**src/rtl/bnn_pkg.sv**
```systemverilog
// Shared definitions for the BNN parameter loader: state encoding and
// chain-length arithmetic used to size the serial parameter stream.
package bnn_pkg;

  typedef enum logic [1:0] {
    ST_IDLE  = 2'd0,
    ST_FETCH = 2'd1,
    ST_SHIFT = 2'd2,
    ST_DONE  = 2'd3
  } state_t;

  function automatic int chain_len(input int neurons, input int inputs, input int bias_bits);
    return neurons * (inputs + bias_bits);
  endfunction

  function automatic int nbytes(input int len);
    return (len + 7) / 8;
  endfunction

endpackage

```
**src/rtl/bnn_param_serializer.sv**
```systemverilog
// Byte register with bit-in-byte counter; presents the MSB on param_out
// while the chain is being shifted.
module bnn_param_serializer (
  input  logic       clk,
  input  logic       rst_n,
  input  logic       load,
  input  logic       shift,
  input  logic       enable,
  input  logic [7:0] data,
  output logic       param_out,
  output logic       last_bit
);

  logic [7:0] byte_r;
  logic [2:0] bit_cnt_r;

  // Capture a fresh byte or shift the current one MSB-first.
  always_ff @(posedge clk or negedge rst_n) begin
    if (!rst_n) begin
      byte_r    <= 8'd0;
      bit_cnt_r <= 3'd0;
    end else if (load) begin
      byte_r    <= data;
      bit_cnt_r <= 3'd0;
    end else if (shift) begin
      byte_r    <= {byte_r[6:0], 1'b0};
      bit_cnt_r <= bit_cnt_r + 3'd1;
    end else begin
      byte_r    <= byte_r;
      bit_cnt_r <= bit_cnt_r;
    end
  end

  // Gated so the chain input is quiet whenever setup is low.
  assign param_out = enable & byte_r[7];
  assign last_bit  = (bit_cnt_r == 3'd7);

endmodule

```
**src/rtl/bnn_param_loader.sv**
```systemverilog
// Streams a full neuron-chain parameter set from a byte interface into the
// serial setup/param_in chain; reports busy, a done pulse and a loaded level.
module bnn_param_loader
  import bnn_pkg::*;
#(
  parameter int NEURONS   = 4,
  parameter int INPUTS    = 8,
  parameter int BIAS_BITS = 3
) (
  input  logic       clk,
  input  logic       rst_n,
  input  logic       start,
  input  logic [7:0] in_data,
  input  logic       in_valid,
  output logic       in_ready,
  output logic       setup,
  output logic       param_out,
  output logic       busy,
  output logic       done,
  output logic       loaded
);

  localparam int CHAIN_LEN = chain_len(NEURONS, INPUTS, BIAS_BITS);
  localparam int CW        = $clog2(CHAIN_LEN + 1);
  localparam logic [CW-1:0] REM_INIT = CW'(CHAIN_LEN);
  localparam logic [CW-1:0] REM_ONE  = CW'(1);
  localparam logic [CW-1:0] REM_ZERO = CW'(0);

  state_t        state_r, state_nx;
  logic [CW-1:0] rem_r, rem_nx;
  logic          loaded_r, loaded_nx;
  logic          in_ready_r, setup_r, busy_r, done_r;
  logic          load_s, shift_s, last_bit_s;

  // Next-state, remaining-bit count and serializer control.
  always_comb begin
    state_nx  = state_r;
    rem_nx    = rem_r;
    loaded_nx = loaded_r;
    load_s    = 1'b0;
    shift_s   = 1'b0;
    case (state_r)
      ST_IDLE: begin
        if (start) begin
          state_nx  = ST_FETCH;
          rem_nx    = REM_INIT;
          loaded_nx = 1'b0;
        end else begin
          state_nx  = ST_IDLE;
        end
      end
      ST_FETCH: begin
        if (in_valid && in_ready_r) begin
          load_s   = 1'b1;
          state_nx = ST_SHIFT;
        end else begin
          state_nx = ST_FETCH;
        end
      end
      ST_SHIFT: begin
        shift_s = 1'b1;
        if (rem_r != REM_ZERO) begin
          rem_nx = rem_r - REM_ONE;
        end else begin
          rem_nx = REM_ZERO;
        end
        // The final partial byte ends here, dropping its unused low bits.
        if (rem_r <= REM_ONE) begin
          state_nx  = ST_DONE;
          loaded_nx = 1'b1;
        end else if (last_bit_s) begin
          state_nx  = ST_FETCH;
        end else begin
          state_nx  = ST_SHIFT;
        end
      end
      ST_DONE: begin
        state_nx = ST_IDLE;
      end
      default: begin
        state_nx  = ST_IDLE;
        loaded_nx = 1'b0;
      end
    endcase
  end

  // State, counter and decoded outputs, all registered.
  always_ff @(posedge clk or negedge rst_n) begin
    if (!rst_n) begin
      state_r    <= ST_IDLE;
      rem_r      <= REM_ZERO;
      loaded_r   <= 1'b0;
      in_ready_r <= 1'b0;
      setup_r    <= 1'b0;
      busy_r     <= 1'b0;
      done_r     <= 1'b0;
    end else begin
      state_r    <= state_nx;
      rem_r      <= rem_nx;
      loaded_r   <= loaded_nx;
      in_ready_r <= (state_nx == ST_FETCH);
      setup_r    <= (state_nx == ST_SHIFT);
      busy_r     <= (state_nx != ST_IDLE);
      done_r     <= (state_nx == ST_DONE);
    end
  end

  bnn_param_serializer u_serializer (
    .clk       (clk),
    .rst_n     (rst_n),
    .load      (load_s),
    .shift     (shift_s),
    .enable    (setup_r),
    .data      (in_data),
    .param_out (param_out),
    .last_bit  (last_bit_s)
  );

  assign in_ready = in_ready_r;
  assign setup    = setup_r;
  assign busy     = busy_r;
  assign done     = done_r;
  assign loaded   = loaded_r;

endmodule
```
**config.mk**
```make
export PLATFORM = sky130hd
export DESIGN_NAME = bnn_param_loader
export DESIGN_NICKNAME = d
export VERILOG_FILES = /design/src/rtl/bnn_pkg.sv /design/src/rtl/bnn_param_serializer.sv /design/src/rtl/bnn_param_loader.sv
export SDC_FILE = /design/constraint.sdc
export NUM_CORES = 1
export LEC_CHECK = 0
export BUFFER_PORTS_ARGS = -buffer_cell sky130_fd_sc_hd__clkbuf_2
export CORE_MARGIN = 2
export CORE_UTILIZATION = 40
export CTS_BUF_LIST = sky130_fd_sc_hd__clkbuf_16
export DETAILED_ROUTE_END_ITERATION = 7
export MAX_ROUTING_LAYER = met4
export PLACE_DENSITY_LB_ADDON = 0.08
export SYNTH_ARGS = -nofsm -noshare
export SYNTH_HDL_FRONTEND = slang
export SYNTH_SLANG_ARGS = --single-unit
```
**constraint.sdc**
```tcl
create_clock -name clk -period 3.7 [get_ports clk]
set_clock_uncertainty 0.15 [all_clocks]
set_input_delay 1.11 -clock clk [delete_from_list [all_inputs] [get_ports clk]]
set_output_delay 1.11 -clock clk [all_outputs]
set_load 0.05 [all_outputs]
```
==> results.toml <==
[route]
drtIter0Drc = 19
avgRoutedWirePerCell_um = 14.0
via_per_inst = 5.39
postRouteAntennaNets = 0
drt-total-wl_um = 2240
vias = 863
drc = 0
first_pass_iters = 5

[critical_path]
worst-path-buf-inv = 1
cp.arrival_ns = 2.31
cp-end-kind = "flip-flop"
cp_max_fo = 14
cp-start-kind = "input pin"
crit_required_ns = 3.69
crit_path_max_incr_delay_ns = 0.51
cp_top_family = "simple AND/OR/NAND/NOR gates"
slowest_stage = "and4b_1"
crit_chain = "clkbuf_2 -> and4b_1 -> nor2_1 -> mux2_2"
crit_type = "input pin to flip-flop"

[logic_synthesis]
synth.area.top_cells = "dfrtp_1, ha_1, a22o_1"
ys_types = 31
synth_area_sq_um = 1170
synth_area_per_cell_sq_um = 10.3
synthCells = 114
yosys_most_used_dff = "dfrtp_1"
ys_seq_area_share_pct = 51.1
yosysTopAreaCell = "dfrtp_1"
yosys_register_bits = 24
async_flop_share_pct = 100
yosys_warnings = 0
synth.net_count = 131
synth_edf_count = 0
synth_top_area_share_pct = 51.1
synth_common_cells = "dfrtp_1, nand2_1, o21ai_0, a21o_1"
yosysMostFrequentCell = "dfrtp_1"

[placed_design]
gp_congestion = 0.828
place_hpwl_um = 1590
portBuffers = 17
post-place-cells = 157

[timing]
drv_slew = 0
min_period_ns = 2.32
fmax_mhz = 431
maxSlewHeadroom_pct = 59.7
finalSetupTns_ns = 0
setup_violations = 0
period_share_pct = 62.7
hold_violations = 0
worstMarginPinSlew_ns = 0.604
rsz0062_at_grt = "no"

[layout]
fin_cells = 160
syn2layout_area_growth_pct = 15.2
diodes = 0
drive_gt1_share_pct = 19.4
nets = 148

[pwr]
combinationalPowerShare_pct = 33.7
power.total_uw = 975
irDropWorstVdd_mv = 0.412
leakage_uw = 0.000684
power.share.sequential_pct = 42.8
p_sw_uw = 355
p_clk_share_pct = 23.5
p_per_area_nw_per_um2 = 720
p_sw_share_pct = 36.4
p_int_uw = 620

[worst_hold_path]
hp-class = "flip-flop to flip-flop"

[clock_tree]
tritoncts = "done"
ctsHoldBuffers = 0
ctsHtreeMaxLevel = 1
clockBufferDepth = 2
insertion_delay_ns = 0.25
cts.root.buffer_cell = "clkbuf_16"
cts_setup_buffers = 0
cts_sinks = 24
clk_pin_slew_ns = 0.06
cts_resized = 0
cts-buffers-inserted = 3

[status]
status = "complete, no violations"

[die]
design.core.area_sq_um = 2780
start_util_pct = 42.2
dieHeight_um = 58.2
die_area_sq_um = 3390
io_pins = 18
die_w_um = 58.2
placementRows = 19

[global_route]
grt_pass1_wl_um = 3650
grt_pass1_vias = 803
grt_util_all_layers_pct = 14.5
grt-ovfl-total = 0
grt_max_degree = 25
antenna_found_initial = 0

[flow_run]
max_cap_viol_count = 0
-- power groups by stage --
stage	combinational (uW)	sequential (uW)	clock [uW]
global placement	321	421	0
global route	364	428	249
detailed placement	331	423	0
finish	328	418	229
floorplan	235	437	0
CTS	333	417	236
-- sequential cells by signal (all words and copies together) (netlist names) --
name / flops
busy: 1
done: 1
in_ready: 1
loaded: 1
rem_r: 6
setup: 1
state_r: 2
u_serializer.bit_cnt_r: 3
u_serializer.byte_r: 8
-- per-stage QoR --
| stage | worst slack (ns) | cell area, sq um | hold slack (ns) | utilization [%] |
|---|---|---|---|---|
| global placement | 1.17 | 1280 | 0.311 | 46.0 |
| CTS | 1.36 | 1350 | 0.330 | 48.7 |
| global route | 1.28 | 1350 | 0.347 | 48.7 |
| detailed placement | 1.10 | 1280 | 0.317 | 46.0 |
| finish | 1.38 | 1350 | 0.319 | 48.7 |
| floorplan | 1.34 | 1170 | 0.291 | - |
-- path summary, 6_finish.rpt --
check | startpoint | endpoint | slack (ns) | cells after the start
min in group asynchronous | rst_n | loaded | 0.70 | 1
min | u_serializer.byte_r[7] | u_serializer.byte_r[7] | 0.32 | 1
max in group asynchronous | rst_n | u_serializer.bit_cnt_r[2] | 2.30 | 1
min reg2reg | u_serializer.byte_r[7] | u_serializer.byte_r[7] | 0.32 | 1
max reg2reg | state_r[0] | u_serializer.bit_cnt_r[0] | 1.69 | 3
max | in_valid | u_serializer.bit_cnt_r[0] | 1.38 | 4
-- final cells by class --
cell class / count / area, sq um
well taps: 31 / 38.8
repair buffers: 18 / 92.6
fillers: 267 / 1430
multi-input cells: 77 / 520
inverters: 7 / 26.3
flip-flops and latches: 24 / 601
clock buffers: 3 / 75.1
-- logic make-up (layout without fill, tap and decap cells) --
kind of cell,Yosys count,in the layout,share of synthesized area [%]
flops,24,24,51.1
compound gates,39,39,22.9
fa+ha+maj,5,5,5.32
simple gates,30,30,13.4
mux,3,3,2.66
buf+inv,13,28,4.58
-- placed cells by master (no fill, tap or decap) --
cell	instances
a21o_1	8
clkbuf_16	3
nor2_1	5
or3_2	1
o221ai_1	1
nand2b_1	2
buf_4	1
o21ai_0	11
o41ai_1	1
mux2i_1	2
mux2_2	1
o211ai_1	2
a221oi_1	1
o21a_1	1
dfrtp_1	24
o21bai_1	2
nor4_1	1
clkbuf_2	17
nor3_1	1
nand2_1	13
and2_1	1
ha_1	5
o311ai_0	1
inv_1	7
and4b_1	1
or3_4	1
a21oi_1	4
nor2b_1	2
or4_4	1
a22o_1	7
nor3b_1	1
-- metal layers --
| layer | wire length (um) | vias up | global-route usage, % |
|---|---|---|---|
| li1 | - | 434 | - |
| met1 | 1130 | 405 | 20.3 |
| met2 | 979 | 22 | 21.6 |
| met3 | 105 | 2 | 2.90 |
| met4 | 21 | 0 | 3.99 |
| met5 | 0 | - | - |
No activity file was read; power rests on OpenSTA's default activity.
